## config.mk

```make
export PLATFORM = sky130hd
export DESIGN_NAME = cache_axi_bridge_flat
export DESIGN_NICKNAME = d
export VERILOG_FILES = /design/src/rtl/cache_axi_pkg.sv /design/src/rtl/cache_axi_bridge_if.sv /design/src/rtl/axi_wr_chan.sv /design/src/rtl/cache_axi_bridge.sv /design/src/flat_wrapper.sv
export SDC_FILE = /design/constraint.sdc
export NUM_CORES = 1
export LEC_CHECK = 0
export BUFFER_PORTS_ARGS = -buffer_cell sky130_fd_sc_hd__buf_2
export CAP_MARGIN = 20
export CORE_AREA = 4 4 162 164
export DETAILED_ROUTE_END_ITERATION = 16
export DIE_AREA = 0 0 166 168
export GPL_TIMING_DRIVEN = 0
export PLACE_DENSITY = 0.7
export SLEW_MARGIN = 15
export SYNTH_ARGS = -nofsm -noshare
export SYNTH_HDL_FRONTEND = slang
export SYNTH_SLANG_ARGS = --single-unit
```

## constraint.sdc

```tcl
create_clock -name clk -period 2.95 [get_ports clk]
set_input_delay 0.4425 -clock clk [delete_from_list [all_inputs] [get_ports clk]]
set_output_delay 0.4425 -clock clk [all_outputs]
set_load 0.02 [all_outputs]
```

## src/rtl/cache_axi_pkg.sv

```systemverilog
// cache_axi_pkg: shared encodings and helpers
// for the cache-to-AXI bridge.
package cache_axi_pkg;

  localparam int DEF_LINE_BYTES = 16;
  localparam int BEATS = DEF_LINE_BYTES / 4;

  localparam logic [2:0] TY_BYTE = 3'b000;
  localparam logic [2:0] TY_HALF = 3'b001;
  localparam logic [2:0] TY_WORD = 3'b010;
  localparam logic [2:0] TY_LINE = 3'b100;

  localparam logic [1:0] BURST_INCR = 2'b01;

  typedef struct packed {
    logic [7:0] len;
    logic [2:0] size;
  } axi_ls_t;

  function automatic axi_ls_t type_ls(
    input logic [2:0] ty,
    input int         beats
  );
    axi_ls_t r;
    r.len  = 8'd0;
    r.size = 3'd2;
    case (ty)
      TY_LINE: r.len  = 8'(beats - 1);
      TY_WORD: r.size = 3'd2;
      TY_HALF: r.size = 3'd1;
      TY_BYTE: r.size = 3'd0;
      default: r.size = 3'd2;
    endcase
    return r;
  endfunction

endpackage

```

## src/rtl/cache_axi_bridge_if.sv

```systemverilog
// cache_axi_bridge_if: AXI4 master bus bundle
// between the bridge and the memory system.
interface cache_axi_bridge_if #(
  parameter int ADDR_W = 32
);

  logic              arvalid;
  logic              arready;
  logic [ADDR_W-1:0] araddr;
  logic [7:0]        arlen;
  logic [2:0]        arsize;
  logic [1:0]        arburst;
  logic [3:0]        arid;

  logic              rvalid;
  logic              rready;
  logic [31:0]       rdata;
  logic              rlast;

  logic              awvalid;
  logic              awready;
  logic [ADDR_W-1:0] awaddr;
  logic [7:0]        awlen;
  logic [2:0]        awsize;
  logic [1:0]        awburst;
  logic [3:0]        awid;

  logic              wvalid;
  logic              wready;
  logic [31:0]       wdata;
  logic [3:0]        wstrb;
  logic              wlast;

  logic              bvalid;
  logic              bready;

  modport master (
    output arvalid, araddr, arlen, arsize,
    output arburst, arid, rready,
    output awvalid, awaddr, awlen, awsize,
    output awburst, awid,
    output wvalid, wdata, wstrb, wlast,
    output bready,
    input  arready, rvalid, rdata, rlast,
    input  awready, wready, bvalid
  );

  modport slave (
    input  arvalid, araddr, arlen, arsize,
    input  arburst, arid, rready,
    input  awvalid, awaddr, awlen, awsize,
    input  awburst, awid,
    input  wvalid, wdata, wstrb, wlast,
    input  bready,
    output arready, rvalid, rdata, rlast,
    output awready, wready, bvalid
  );

endinterface

```

## src/rtl/axi_wr_chan.sv

```systemverilog
// axi_wr_chan: single-entry write buffer with
// independent AW / W issue and B collection.
module axi_wr_chan
  import cache_axi_pkg::*;
#(
  parameter int LINE_BYTES = DEF_LINE_BYTES,
  parameter int ADDR_W     = 32
) (
  input  logic                    clk,
  input  logic                    resetn,
  input  logic                    wr_req,
  input  logic [2:0]              wr_type,
  input  logic [ADDR_W-1:0]       wr_addr,
  input  logic [3:0]              wr_wstrb,
  input  logic [LINE_BYTES*8-1:0] wr_data,
  output logic                    wr_rdy,
  output logic                    busy,
  output logic [ADDR_W-$clog2(LINE_BYTES)-1:0] line_addr,
  output logic                    awvalid,
  input  logic                    awready,
  output logic [ADDR_W-1:0]       awaddr,
  output logic [7:0]              awlen,
  output logic [2:0]              awsize,
  output logic [1:0]              awburst,
  output logic [3:0]              awid,
  output logic                    wvalid,
  input  logic                    wready,
  output logic [31:0]             wdata,
  output logic [3:0]              wstrb,
  output logic                    wlast,
  input  logic                    bvalid,
  output logic                    bready
);

  localparam int OFF = $clog2(LINE_BYTES);
  localparam int NB  = LINE_BYTES / 4;
  localparam int LW  = $clog2(NB);

  localparam logic [1:0] W_IDLE = 2'd0;
  localparam logic [1:0] W_SEND = 2'd1;
  localparam logic [1:0] W_RESP = 2'd2;

  logic [1:0]              w_state;
  logic [ADDR_W-1:0]       addr;
  axi_ls_t                 ls;
  logic                    is_line;
  logic [3:0]              strb;
  logic [LINE_BYTES*8-1:0] line_q;
  logic [7:0]              cnt;
  logic                    aw_done;
  logic                    w_done;
  logic [LW-1:0]           idx;
  logic                    aw_hs;
  logic                    w_hs;
  logic                    last_hs;

  assign wr_rdy    = (w_state == W_IDLE);
  assign busy      = !wr_rdy;
  assign line_addr = addr[ADDR_W-1:OFF];

  assign idx = is_line ? cnt[LW-1:0]
                       : addr[OFF-1:2];

  assign awvalid = (w_state == W_SEND) && !aw_done;
  assign awaddr  = addr;
  assign awlen   = ls.len;
  assign awsize  = ls.size;
  assign awburst = BURST_INCR;
  assign awid    = 4'd0;

  assign wvalid = (w_state == W_SEND) && !w_done;
  assign wdata  = line_q[idx*32 +: 32];
  assign wstrb  = is_line ? 4'hf : strb;
  assign wlast  = (cnt == ls.len);
  assign bready = (w_state == W_RESP);

  assign aw_hs   = awvalid && awready;
  assign w_hs    = wvalid && wready;
  assign last_hs = w_hs && wlast;

  // Write FSM: latch request, send AW and W
  // independently, then wait for the response.
  always_ff @(posedge clk or negedge resetn) begin
    if (!resetn) begin
      w_state <= W_IDLE;
      addr    <= '0;
      ls      <= '0;
      is_line <= 1'b0;
      strb    <= '0;
      line_q  <= '0;
      cnt     <= '0;
      aw_done <= 1'b0;
      w_done  <= 1'b0;
    end else begin
      case (w_state)
        W_IDLE: begin
          if (wr_req) begin
            addr    <= wr_addr;
            ls      <= type_ls(wr_type, NB);
            is_line <= (wr_type == TY_LINE);
            strb    <= wr_wstrb;
            line_q  <= wr_data;
            cnt     <= '0;
            aw_done <= 1'b0;
            w_done  <= 1'b0;
            w_state <= W_SEND;
          end
        end
        W_SEND: begin
          if (aw_hs)
            aw_done <= 1'b1;
          if (w_hs && !wlast)
            cnt <= cnt + 8'd1;
          if (last_hs)
            w_done <= 1'b1;
          if ((aw_done || aw_hs) &&
              (w_done || last_hs))
            w_state <= W_RESP;
        end
        W_RESP: begin
          if (bvalid)
            w_state <= W_IDLE;
        end
        default: w_state <= W_IDLE;
      endcase
    end
  end

endmodule

```

## src/rtl/cache_axi_bridge.sv

```systemverilog
// cache_axi_bridge: cache miss/writeback port
// to AXI master, independent read and write engines.
module cache_axi_bridge
  import cache_axi_pkg::*;
#(
  parameter int LINE_BYTES = DEF_LINE_BYTES,
  parameter int ADDR_W     = 32
) (
  input  logic                    clk,
  input  logic                    resetn,
  input  logic                    rd_req,
  input  logic [2:0]              rd_type,
  input  logic [ADDR_W-1:0]       rd_addr,
  output logic                    rd_rdy,
  output logic                    ret_valid,
  output logic                    ret_last,
  output logic [31:0]             ret_data,
  input  logic                    wr_req,
  input  logic [2:0]              wr_type,
  input  logic [ADDR_W-1:0]       wr_addr,
  input  logic [3:0]              wr_wstrb,
  input  logic [LINE_BYTES*8-1:0] wr_data,
  output logic                    wr_rdy,
  cache_axi_bridge_if.master      axi
);

  localparam int OFF = $clog2(LINE_BYTES);
  localparam int NB  = LINE_BYTES / 4;

  localparam logic [1:0] R_IDLE = 2'd0;
  localparam logic [1:0] R_AR   = 2'd1;
  localparam logic [1:0] R_DATA = 2'd2;

  logic [1:0]            r_state;
  logic [ADDR_W-1:0]     ar_addr;
  axi_ls_t               ar_ls;
  logic                  wb_busy;
  logic [ADDR_W-OFF-1:0] wb_line;
  logic                  wr_fire;
  logic                  rd_fire;
  logic                  hazard;
  logic                  r_done;

  assign wr_fire = wr_req && wr_rdy;

  // A read must not pass a pending or
  // same-cycle write to the same line.
  assign hazard =
    (wb_busy &&
     rd_addr[ADDR_W-1:OFF] == wb_line) ||
    (wr_fire &&
     rd_addr[ADDR_W-1:OFF] ==
     wr_addr[ADDR_W-1:OFF]);

  assign rd_rdy  = (r_state == R_IDLE) && !hazard;
  assign rd_fire = rd_req && rd_rdy;
  assign r_done  = axi.rvalid && axi.rlast;

  assign axi.arvalid = (r_state == R_AR);
  assign axi.araddr  = ar_addr;
  assign axi.arlen   = ar_ls.len;
  assign axi.arsize  = ar_ls.size;
  assign axi.arburst = BURST_INCR;
  assign axi.arid    = 4'd0;
  assign axi.rready  = (r_state == R_DATA);

  assign ret_valid = axi.rready && axi.rvalid;
  assign ret_last  = ret_valid && axi.rlast;
  assign ret_data  = axi.rdata;

  // Read FSM: latch request, issue AR,
  // stream R beats until rlast.
  always_ff @(posedge clk or negedge resetn) begin
    if (!resetn) begin
      r_state <= R_IDLE;
      ar_addr <= '0;
      ar_ls   <= '0;
    end else begin
      case (r_state)
        R_IDLE: begin
          if (rd_fire) begin
            ar_addr <= rd_addr;
            ar_ls   <= type_ls(rd_type, NB);
            r_state <= R_AR;
          end
        end
        R_AR: begin
          if (axi.arready)
            r_state <= R_DATA;
        end
        R_DATA: begin
          if (r_done)
            r_state <= R_IDLE;
        end
        default: r_state <= R_IDLE;
      endcase
    end
  end

  axi_wr_chan #(
    .LINE_BYTES (LINE_BYTES),
    .ADDR_W     (ADDR_W)
  ) u_wr (
    .clk       (clk),
    .resetn    (resetn),
    .wr_req    (wr_req),
    .wr_type   (wr_type),
    .wr_addr   (wr_addr),
    .wr_wstrb  (wr_wstrb),
    .wr_data   (wr_data),
    .wr_rdy    (wr_rdy),
    .busy      (wb_busy),
    .line_addr (wb_line),
    .awvalid   (axi.awvalid),
    .awready   (axi.awready),
    .awaddr    (axi.awaddr),
    .awlen     (axi.awlen),
    .awsize    (axi.awsize),
    .awburst   (axi.awburst),
    .awid      (axi.awid),
    .wvalid    (axi.wvalid),
    .wready    (axi.wready),
    .wdata     (axi.wdata),
    .wstrb     (axi.wstrb),
    .wlast     (axi.wlast),
    .bvalid    (axi.bvalid),
    .bready    (axi.bready)
  );

endmodule
```

## src/flat_wrapper.sv

```systemverilog
// flat-port wrapper written by rule: the top's interface ports become plain ports
module cache_axi_bridge_flat import cache_axi_pkg::*;
#(
  parameter int LINE_BYTES = DEF_LINE_BYTES,
  parameter int ADDR_W     = 32
)
  (clk, resetn, rd_req, rd_type, rd_addr, rd_rdy, ret_valid, ret_last, ret_data, wr_req, wr_type, wr_addr, wr_wstrb, wr_data, wr_rdy, axi_arvalid, axi_araddr, axi_arlen, axi_arsize, axi_arburst, axi_arid, axi_rready, axi_awvalid, axi_awaddr, axi_awlen, axi_awsize, axi_awburst, axi_awid, axi_wvalid, axi_wdata, axi_wstrb, axi_wlast, axi_bready, axi_arready, axi_rvalid, axi_rdata, axi_rlast, axi_awready, axi_wready, axi_bvalid);
  cache_axi_bridge_if #(.ADDR_W(ADDR_W)) axi_i ();
  input  logic clk;
  input  logic resetn;
  input  logic rd_req;
  input  logic [2:0] rd_type;
  input  logic [ADDR_W-1:0] rd_addr;
  output logic rd_rdy;
  output logic ret_valid;
  output logic ret_last;
  output logic [31:0] ret_data;
  input  logic wr_req;
  input  logic [2:0] wr_type;
  input  logic [ADDR_W-1:0] wr_addr;
  input  logic [3:0] wr_wstrb;
  input  logic [LINE_BYTES*8-1:0] wr_data;
  output logic wr_rdy;
  output wire logic [$bits(axi_i.arvalid)-1:0] axi_arvalid;
  output wire logic [$bits(axi_i.araddr)-1:0] axi_araddr;
  output wire logic [$bits(axi_i.arlen)-1:0] axi_arlen;
  output wire logic [$bits(axi_i.arsize)-1:0] axi_arsize;
  output wire logic [$bits(axi_i.arburst)-1:0] axi_arburst;
  output wire logic [$bits(axi_i.arid)-1:0] axi_arid;
  output wire logic [$bits(axi_i.rready)-1:0] axi_rready;
  output wire logic [$bits(axi_i.awvalid)-1:0] axi_awvalid;
  output wire logic [$bits(axi_i.awaddr)-1:0] axi_awaddr;
  output wire logic [$bits(axi_i.awlen)-1:0] axi_awlen;
  output wire logic [$bits(axi_i.awsize)-1:0] axi_awsize;
  output wire logic [$bits(axi_i.awburst)-1:0] axi_awburst;
  output wire logic [$bits(axi_i.awid)-1:0] axi_awid;
  output wire logic [$bits(axi_i.wvalid)-1:0] axi_wvalid;
  output wire logic [$bits(axi_i.wdata)-1:0] axi_wdata;
  output wire logic [$bits(axi_i.wstrb)-1:0] axi_wstrb;
  output wire logic [$bits(axi_i.wlast)-1:0] axi_wlast;
  output wire logic [$bits(axi_i.bready)-1:0] axi_bready;
  input wire logic [$bits(axi_i.arready)-1:0] axi_arready;
  input wire logic [$bits(axi_i.rvalid)-1:0] axi_rvalid;
  input wire logic [$bits(axi_i.rdata)-1:0] axi_rdata;
  input wire logic [$bits(axi_i.rlast)-1:0] axi_rlast;
  input wire logic [$bits(axi_i.awready)-1:0] axi_awready;
  input wire logic [$bits(axi_i.wready)-1:0] axi_wready;
  input wire logic [$bits(axi_i.bvalid)-1:0] axi_bvalid;
  assign axi_arvalid = axi_i.arvalid;
  assign axi_araddr = axi_i.araddr;
  assign axi_arlen = axi_i.arlen;
  assign axi_arsize = axi_i.arsize;
  assign axi_arburst = axi_i.arburst;
  assign axi_arid = axi_i.arid;
  assign axi_rready = axi_i.rready;
  assign axi_awvalid = axi_i.awvalid;
  assign axi_awaddr = axi_i.awaddr;
  assign axi_awlen = axi_i.awlen;
  assign axi_awsize = axi_i.awsize;
  assign axi_awburst = axi_i.awburst;
  assign axi_awid = axi_i.awid;
  assign axi_wvalid = axi_i.wvalid;
  assign axi_wdata = axi_i.wdata;
  assign axi_wstrb = axi_i.wstrb;
  assign axi_wlast = axi_i.wlast;
  assign axi_bready = axi_i.bready;
  assign axi_i.arready = axi_arready;
  assign axi_i.rvalid = axi_rvalid;
  assign axi_i.rdata = axi_rdata;
  assign axi_i.rlast = axi_rlast;
  assign axi_i.awready = axi_awready;
  assign axi_i.wready = axi_wready;
  assign axi_i.bvalid = axi_bvalid;
  cache_axi_bridge #(.LINE_BYTES(LINE_BYTES), .ADDR_W(ADDR_W)) u_core (.clk(clk), .resetn(resetn), .rd_req(rd_req), .rd_type(rd_type), .rd_addr(rd_addr), .rd_rdy(rd_rdy), .ret_valid(ret_valid), .ret_last(ret_last), .ret_data(ret_data), .wr_req(wr_req), .wr_type(wr_type), .wr_addr(wr_addr), .wr_wstrb(wr_wstrb), .wr_data(wr_data), .wr_rdy(wr_rdy), .axi(axi_i));
endmodule
```

== Yosys cells after proc, flatten, opt, wreduce, memory -nomap -nowiden ==
Cells that the tools add are included.

* Bits in registers: 233
* Input bits: 244
* Output and inout bits: 176
* Word-level logic and storage cells: 93

* Add/subtract/negate cells: 1
* Equal/unequal tests: 20
* Shifts and indexed selects: 1
* Multiplexer cells: 22
* Reductions and logical operators: 35

{| class="wikitable"
|+ Operator list
! cell !! number
|-
| $shiftx A128 B8 Y32 || 1
|-
| $eq A28 B28 Y1 || 2
|-
| $mux W2 || 9
|-
| $mux W8 || 2
|-
| $pmux W8 S2 || 1
|-
| $logic_and A1 B1 Y1 || 15
|-
| $reduce_and A3 Y1 || 5
|-
| $pmux W2 S3 || 2
|-
| $ne A2 B1 Y1 const B || 5
|-
| $add A8 B1 Y8 const B || 1
|-
| $eq A8 B8 Y1 || 1
|-
| $ne A2 B2 Y1 const B || 4
|-
| $pmux W2 S2 || 2
|-
| $eq A3 B1 Y1 const B || 2
|-
| $eq A3 B3 Y1 const B || 2
|-
| $logic_not A3 Y1 || 2
|-
| $logic_not A1 Y1 || 5
|-
| $eq A2 B1 Y1 const B || 2
|-
| $eq A2 B2 Y1 const B || 2
|-
| $logic_not A2 Y1 || 2
|-
| $mux W4 || 1
|-
| $pmux W1 S2 || 2
|-
| $reduce_and A2 Y1 || 2
|-
| $logic_or A1 B1 Y1 || 3
|-
| other kinds (2) || 4
|}

== Logic depth before layout (Yosys ltp) ==
Gate-level depths: netlist of the first run.

* Word-level depth: 9
* Mapped depth: 8
* Depth with buffers taken out: 6

== Cells and area by module ==
A second synthesis of the first run with hierarchy kept.

* Cells, all modules: 1,076
* Area, all modules: 10,576.4 um^2

{| class="wikitable"
|+ Modules (own cells, without submodules)
! module !! times used !! cells an instance !! area each (um^2)
|-
| axi_wr_chan || 1 || 861 || 8,031.5
|-
| cache_axi_bridge || 1 || 215 || 2,544.9
|}

== Worst setup path after synthesis of the first run ==
Ideal clock, no wire load.

* Path kind: reg-to-output
* Start point: reg, netlist name u_core.u_wr.awlen[0]
* End point: out axi_wdata[10]
* Arrival: 1,844 ps
* Required time: 2,508 ps
* Path slack: 663 ps
* Stages on the path, launching flop included: 5
* Cell sequence: dfrtp_1 -> buf_6 -> mux2i_1 -> buf_2 -> mux4_2

{| class="wikitable"
|+ RTL lines
! element !! RTL line !! RTL
|-
| to (decl) || flat_wrapper.sv:38 || <nowiki>output wire logic [$bits(axi_i.wdata)-1:0] axi_wdata;</nowiki>
|}

==> results of run 1 <==
cell usage after synthesis (all sizes together):
cell type	instances
nand2	503
dfrtp	216
buf	69
xor2	62
clkbuf	41
mux2	33
mux4	32
nor2	14
nor4	12
nand4	8
inv	5
mux2i	5
o21ai	5
nor2b	4
nor3b	4
or2	4
and3	3
nor3	3
a21oi	2
a22o	2
and2	2
conb	2
or3	2
a2111oi	1
a211o	1
a21o	1
a32o	1
ha	1
nand3	1
nor4b	1
o22ai	1
or3b	1
or4	1
repair_timing:
item | 4_1_cts | 5_1_grt
hold endpoints to repair | 36 | 0
buffers inserted | 2 | 1
resized for setup | 15 | 4
pin swaps | 0 | 0
endpoints found under the setup margin | 42 | 21
hold buffers | 1 | 0
worst max-delay path, stage by stage (launching register included):
cell      delay, ns
dfrtp_1        0.38
buf_6          0.18
mux2i_4        0.38
clkbuf_2       0.39
mux4_2         0.39
buf_2          0.18
area by class of cell:
type                            instances  area, um^2
Antenna cell                            5        12.5
Buffer                                110         721
Clock buffer                           34         689
Clock inverter                          1        5.00
Fill cell                            2270       11400
Inverter                                5        18.8
Multi-Input combinational cell        736        4300
Sequential cell                       216        5410
Tap cell                              330         413
Timing Repair Buffer                  367        1920
metrics by stage:
step	TNS [ns]	area, um^2	worst slack [ns]	power, mW
after detailed placement	-0.710	12700	-0.0753	12.4
after global placement	-516.94	12600	-2.41	12.2
after floorplan	0	10400	0.663	9.76
after global routing	0	13500	0.0150	16.2
after CTS	0	13400	0.0204	15.3
final	0	13500	0.104	15.2
layout by cell type (no fill, tap or decap), drive strengths merged, types with 4 or more instances in the layout:
master,count
nand2,503
buf,436
dfrtp,216
clkbuf,74
xor2,62
mux2,33
mux4,32
conb,26
nor2,14
nor4,12
nand4,8
diode,5
inv,5
o21ai,5
mux2i,5
nor2b,4
or2,4
nor3b,4
sequential cells by signal, summed over array words and instances, names as in the netlist:
name,flops
u_core.r_state,2
u_core.u_wr.aw_done,1
u_core.u_wr.w_done,1
u_core.axi.araddr,32
u_core.u_wr.strb,4
u_core.u_wr.w_state,2
u_core.u_wr.awsize,2
u_core.u_wr.line_q,128
u_core.axi.arsize,2
u_core.axi.arlen,1
u_core.u_wr.awlen,1
u_core.u_wr.awaddr,32
u_core.u_wr.cnt,8
power breakdown:
group	internal (mW)	switching, mW
clock	1.60	1.13
combinational	2.94	4.31
sequential	4.35	0.877
total	8.88	6.32
metal layers:
layer	GRT usage	vias to the layer above	part of all wire
li1	-	4082	-
met1	0.298	4189	0.40
met2	0.398	347	0.49
met3	0.0493	75	0.073
met4	0.0681	10	0.032
met5	0	-	0.0018
worst paths after layout:
check	from	endpoint	cells past startpoint
worst max-delay path	u_core.u_wr.awlen[0]	axi_wdata[30]	5
worst min-delay path	wr_data[65]	u_core.u_wr.line_q[65]	3
worst max register to register	u_core.u_wr.w_state[1]	u_core.u_wr.line_q[31]	7
worst min register to register	u_core.u_wr.line_q[8]	u_core.u_wr.line_q[8]	2
max in group asynchronous	resetn	u_core.u_wr.strb[1]	3
min in group asynchronous	resetn	u_core.axi.araddr[1]	2
kinds of logic (layout without fill, tap and decap cells):
logic type               count (synthesis)  count (layout)  share of synthesized area
XOR/XNOR                                62              62                     0.0528
adder cells (fa/ha/maj)                  1               1                    0.00122
flip-flops                             216             216                      0.525
AND/OR/NAND/NOR                        563             563                      0.218
buffers and inverters                  115             517                     0.0682
multiplexers                            70              70                      0.121
other                                    2              31                   0.000730
AO/OA/AOI/OAI                           14              14                     0.0127
==> results.md, run 1 <==
GRT:
- For this run, the total global-route usage over all layers was measured as 0.232.
- The global-route wire length before repair is between 50000 and 60000 um.
- The number of global-route vias before repair came to 9066.
- The total congestion overflow is 0.
- The number of antenna violations at the first check in global routing was 10.
- Entering global routing, the biggest net connects between 90 and 100 pins.

Synthesis:
- The cell count after synthesis came out at between 1000 and 1500.
- The share of the Yosys chip area taken by registers is 0.525.
- By area the synthesized netlist is led by dfrtp_1 (53%), nand2_1 (18%), mux4_2 (7.0%).
- The synthesized cell area is roughly 10000 um^2.
- Of the post-synthesis cell area, the dominant cell type holds 0.525.
- The mean instance size in the synthesized netlist is around 10 um^2.
- Counting distinct cell types in the post-synthesis netlist gives 38.
- Summed over all instances, the cell type with the most area after synthesis is dfrtp_1.
- The number of warning messages in the yosys log is 0.
- The register bit count reported by yosys is between 200 and 250.

Floorplanning:
- The starting utilization of the core area is 0.413.
- The region available for standard cell placement spans roughly 25000 um^2.
- The floorplan step defined a die boundary enclosing around 28000 um^2.
- During I/O placement, the number of pins put on the boundary was 420.
- After floorplanning, the core was divided into 58 placement rows.
- The die is ~170 um wide.
- The die extent in y is 168 um.

Worst setup path:
- Data on the critical path is required at its endpoint by around 2.5 ns.
- STA classifies the critical path endpoint as an output port.
- For flop-to-flop paths, the worst setup slack is between 0.2 and 0.3 ns.
- The setup path with the least slack is of type register to output port.
- The critical path arrival is 2.40 ns.
- Along the worst path, the maximum fanout reaches 10.
- The nature of the critical path startpoint is a register.

Timing:
- The number of hold violations in the final report is 0.
- The tightest hold path in the finished design has a slack of around 0.12 ns.
- The relative slew slack is 0.522.
- The final critical path time including I/O delays and setup is between 2 and 3 ns.
- Of the available clock period, the critical path in the final layout requires 0.965.
- The number of setup violations in the final report is 0.
- The transition time at the pin with the least slew margin is roughly 0.7 ns.
- Based on the critical path, the design can be clocked at up to 0.351 GHz.
- The max-slew violation count is 0.
- Setup repair after global routing left no endpoint under its margin.
- The setup clock skew after layout is approximately 0.0071 ns.

Route:
- The number of remaining DRC errors is 0.
- For this block, the routed nets add up to roughly 33000 um of wire.
- The detail route stage leaves a number of antenna-violating nets equal to 0.
- Using the TritonRoute via totals, the vias-per-cell ratio works out to 4.82.
- The count of TritonRoute iterations in the first routing pass is 5.
- The average wire per standard cell is 18.5 um.
- Summing over every cut layer, the via total after detailed routing is 8703.
- The DRC marker count from the first detailed-route iteration is roughly 500.

Clock tree:
- Clock-pin slew was measured on the worst setup and hold paths at roughly 0.05 ns.
- The cell at the root of the clock tree is clkbuf_16.
- Counting the buffers created by CTS gives 25.
- The maximum level of the CTS H-tree is 1.
- The total clock sinks is 216.
- The source-to-sink clock delay at the later pin of the worst-skew pair is around 0.51 ns.
- TritonCTS built the clock tree.
- The clock tree buffer depth is 3.

Power:
- For this design the static power due to leakage is between 7 and 8 nW.
- VDD sags by at most roughly 0.65 mV.
- The total power per unit cell area is 1130 nW/um^2.

Place:
- Detailed placement finished with a half-perimeter wire length of 25200 um.
- The number of placed instances, taps included, is between 1500 and 2000.
- At the end of routability-driven placement, the weighted congestion stood at slightly below 0.9.
- The count of buffers added on input and output ports is between 300 and 400.

Final layout:
- For this run, the post-layout net count is between 1500 and 2000.
- The area growth from synthesis to layout is 31.0%.
- Of the cells placed in the final design, the portion with a size suffix greater than 1 is 0.371.
- The final core utilization is 0.541.
- The count of non-filler cells in the finished layout is around 1800.

Worst hold path:
- The worst min-delay path class is input pin to register.

Outcome:
- The run finished with clean final reports.

Run:
- The max-cap check violation count is 0.
Note: power is estimated with default switching activity, not from simulation.
==> run 2, diff against run 1 <==
--- a/config.mk
+++ b/config.mk
@@ -7,10 +7,10 @@
 export LEC_CHECK = 0
 export BUFFER_PORTS_ARGS = -buffer_cell sky130_fd_sc_hd__buf_2
 export CAP_MARGIN = 20
-export CORE_AREA = 4 4 162 164
+export CORE_AREA = 3 3 161 163
 export DETAILED_ROUTE_END_ITERATION = 16
-export DIE_AREA = 0 0 166 168
-export GPL_TIMING_DRIVEN = 0
+export DIE_AREA = 0 0 164 166
+export GPL_TIMING_DRIVEN = 1
 export PLACE_DENSITY = 0.7
 export SLEW_MARGIN = 15
 export SYNTH_ARGS = -nofsm -noshare
==> results.md, run 2 (synthesis gave the netlist of run 1 again) <==
Timing:
- The setup clock skew after layout was 0.0110 ns (was 0.00714 ns).
- The final setup TNS came to 0 ns (unchanged).
- Unrepaired setup endpoints after global routing: false (unchanged).
- The max-slew violation count is 0 (unchanged).
- The maximum achievable frequency was 0.351 GHz (about the same).
- The relative slew slack came to 0.385 (was 0.522).
- The part of the cycle the worst path needs came to 0.965 (about the same).
- The final critical path time including I/O delays and setup was 2.85 ns (about the same).
- The number of setup violations in the final report is 0 (unchanged).
- The least setup slack across all paths after layout was 0.102 ns (was 0.104 ns).
- The number of hold violations in the final report is 0 (unchanged).
- The transition time at the pin with the least slew margin is 0.922 ns (was 0.718 ns).
- The worst-case hold slack is 0.115 ns (was 0.125 ns).

Power:
- The static leakage is 7.04 nW (was 7.40 nW).
- The total power per unit cell area came to 1190 nW/um^2 (was 1130 nW/um^2).
- The relative contribution of the clock network to total power is 0.214 (was 0.180).
- The sequential group share of total power is 0.342 (was 0.344).
- The combinational cell fraction of total power was 0.444 (was 0.477).
- The internal power came to 9.28 mW (was 8.88 mW).
- The peak supply drop was 0.583 mV (was 0.650 mV).
- The switching part of the total power was 0.396 (was 0.416).
- The power dissipated by switching net loads is 6.08 mW (was 6.32 mW).

Worst setup path:
- The data required time at the worst endpoint came to 2.51 ns (about the same).
- The critical register-to-register path startpoint is u_core.u_wr.awaddr[31] (was u_core.u_wr.w_state[1]).
- The worst reg2reg path endpoint is u_core.axi.araddr[2] (was u_core.u_wr.line_q[31]).
- The critical path arrival is 2.41 ns (was 2.40 ns).
- The category of the critical setup timing path is register to output port (unchanged).
- The start point of the critical path is u_core.u_wr.awlen[0] (unchanged).
- The top fanout value on the critical path was 11 (was 10).
- The nature of the critical path startpoint is a register (unchanged).
- The slack of the worst reg-to-reg path was 0.46 ns (was 0.25 ns).
- The kind of end point of the critical path is an output port (unchanged).
- The critical path capture point is axi_wdata[31] (was axi_wdata[30]).
- The number of cells on the worst reg-to-reg path is 7 (unchanged).

Floorplanning:
- The placeable core region is 24500 um^2 (was 24900 um^2).
- The full die area is 27200 um^2 (was 27900 um^2).
- The starting utilization of the core area was 0.421 (was 0.413).
- The number of placement rows is 57 (was 58).
- The die extent in y was 166 um (was 168 um).
- The number of top-level pins is 420 (unchanged).
- The floorplan die width is 164 um (was 166 um).

Final layout:
- The top register by number of flip-flops is u_core.u_wr.line_q (unchanged).
- The area overhead of the layout relative to synthesis came to 25.9% (was 31.0%).
- Commonest non-fill, non-tap cells in the layout: nand2_1 (503), buf_2 (328), dfrtp_1 (215), xor2_1 (62), mux4_2 (32) (was nand2_1 (503), buf_2 (361), dfrtp_1 (216), buf_4 (63), xor2_1 (62)).
- The final core utilization is 0.529 (was 0.541).
- The fraction of final layout cells with drive strength greater than 1 is 0.347 (was 0.371).
- The most common library cell in the layout ignoring fill and taps is nand2_1 (unchanged).
- The final cell area excluding filler cells was 12900 um^2 (was 13500 um^2).
- The number of flip-flops under the largest register name is 128 (unchanged).
- The post-layout net count is 1579 (was 1706).

GRT:
- The total global-route track usage is 0.201 (was 0.232).
- The number of global-route vias before repair came to 8317 (was 9066).
- The largest net degree at the start of global routing came to 174 (was 92).
- The total congestion overflow is 0 (unchanged).
- The number of antenna violations at the first check in global routing is 4 (was 10).
- The global-route wire length before repair is 44400 um (was 51000 um).

Clock tree:
- The clock edge transition at the registers on the reported setup and hold paths was 0.06 ns (was 0.05 ns).
- The clock tree from TritonCTS is built (unchanged).
- The source-to-sink clock delay at the later pin of the worst-skew pair is 0.52 ns (was 0.51 ns).
- The cell at the root of the clock tree was clkbuf_16 (unchanged).
- The number of buffers created by CTS came to 25 (unchanged).
- The total clock sinks is 216 (unchanged).
- The clock tree buffer depth is 3 (unchanged).
- The maximum level of the CTS H-tree is 1 (unchanged).

Route:
- The routed wire length is 28300 um (was 33400 um).
- The number of remaining DRC errors is 0 (unchanged).
- The via-per-instance ratio is 4.85 (was 4.82).
- The average wire per standard cell is 16.9 um (was 18.5 um).
- The count of antenna-violating nets left after detailed routing was 0 (unchanged).
- The DRC marker count from the first detailed-route iteration was 526 (was 501).
- The via total after detailed routing is 8147 (was 8703).
- The count of TritonRoute iterations in the first routing pass is 4 (was 5).

Place:
- The global placement routability congestion was 0.836 (was 0.867).
- The number of port buffers came to 329 (was 361).
- The worst-case setup slack after placement came to 0.274 ns (was -0.0753 ns).
- The placed cell area is 12000 um^2 (was 12700 um^2).
- The total half-perimeter wirelength after legalization and detailed placement is 20200 um (was 25200 um).

Worst hold path:
- The worst min-delay path class is input pin to register (unchanged).

Run:
- The max-cap check violation count is 0 (unchanged).

Outcome:
- Run status: complete, no violations (unchanged).
-- run 2: changes by cell type in the layout (fill, tap and decap cells not counted), moves of 2 or more --
cell | before | now
clkbuf_8 | 3 | 6
buf_2 | 361 | 328
buf_16 | 2 | 0
clkbuf_1 | 43 | 4
clkinv_2 | 1 | 3
buf_8 | 4 | 1
buf_4 | 63 | 11
buf_6 | 5 | 0
buf_12 | 1 | 9
inv_6 | 0 | 2
bufinv_16 | 0 | 4
clkbuf_2 | 2 | 0
-- run 2: power by group through the flow --
stage / clock network (mW) / logic [mW] / registers, mW
after floorplan: 0 / 4.18 / 5.58
after global placement: 0 / 6.71 / 5.22
after detailed placement: 0 / 6.83 / 5.27
after CTS: 3.37 / 6.93 / 5.24
after global routing: 3.49 / 7.44 / 5.41
final: 3.28 / 6.82 / 5.25
-- run 2: how the worst min path moves through the flow --
stage                                       from                      to  cells past startpoint
after floorplan                           resetn    u_core.axi.araddr[0]                      0
after global placement       u_core.u_wr.strb[0]     u_core.u_wr.strb[0]                      2
after detailed placement  u_core.u_wr.line_q[56]  u_core.u_wr.line_q[56]                      2
after CTS                            wr_data[37]  u_core.u_wr.line_q[37]                      3
after global routing                 wr_wstrb[3]     u_core.u_wr.strb[3]                      3
final                                wr_data[87]  u_core.u_wr.line_q[87]                      3
-- run 2: area by class of cell --
class | instances | area (um^2)
well taps | 324 | 405
fillers | 2242 | 11500
diodes | 4 | 10.0
clock inverters | 9 | 153
flip-flops and latches | 216 | 5410
clock buffers | 35 | 723
repair buffers | 350 | 1930
multi-input cells | 736 | 4300
inverters | 5 | 18.8
-- run 2: per-layer routing --
metal,global-route usage,up-vias,part of all wire
met5,0,-,0.00039
met4,0.0765,2,0.036
met3,0.0394,78,0.066
met2,0.326,273,0.48
met1,0.268,3955,0.42
li1,-,3839,-
-- run 2: critical path, cell delays in order, from the launching register on --
cell     delay, ns
dfrtp_2       0.52
mux2i_4       0.32
buf_12        0.16
buf_4         0.15
mux4_2        0.55
buf_2         0.19
-- run 2: what timing repair did --
item	CTS	global route
hold buffers	1	0
endpoints found under the hold margin	83	0
resized for setup	1	0
endpoints found under the setup margin	32	0
setup buffers	3	0
-- run 2: per-stage QoR --
step | power (mW) | instances
finish | 15.4 | 1679
global route | 16.3 | 1678
CTS | 15.5 | 1675
detailed placement | 12.1 | 1627
global placement | 11.9 | 1627
floorplan | 9.76 | 1067
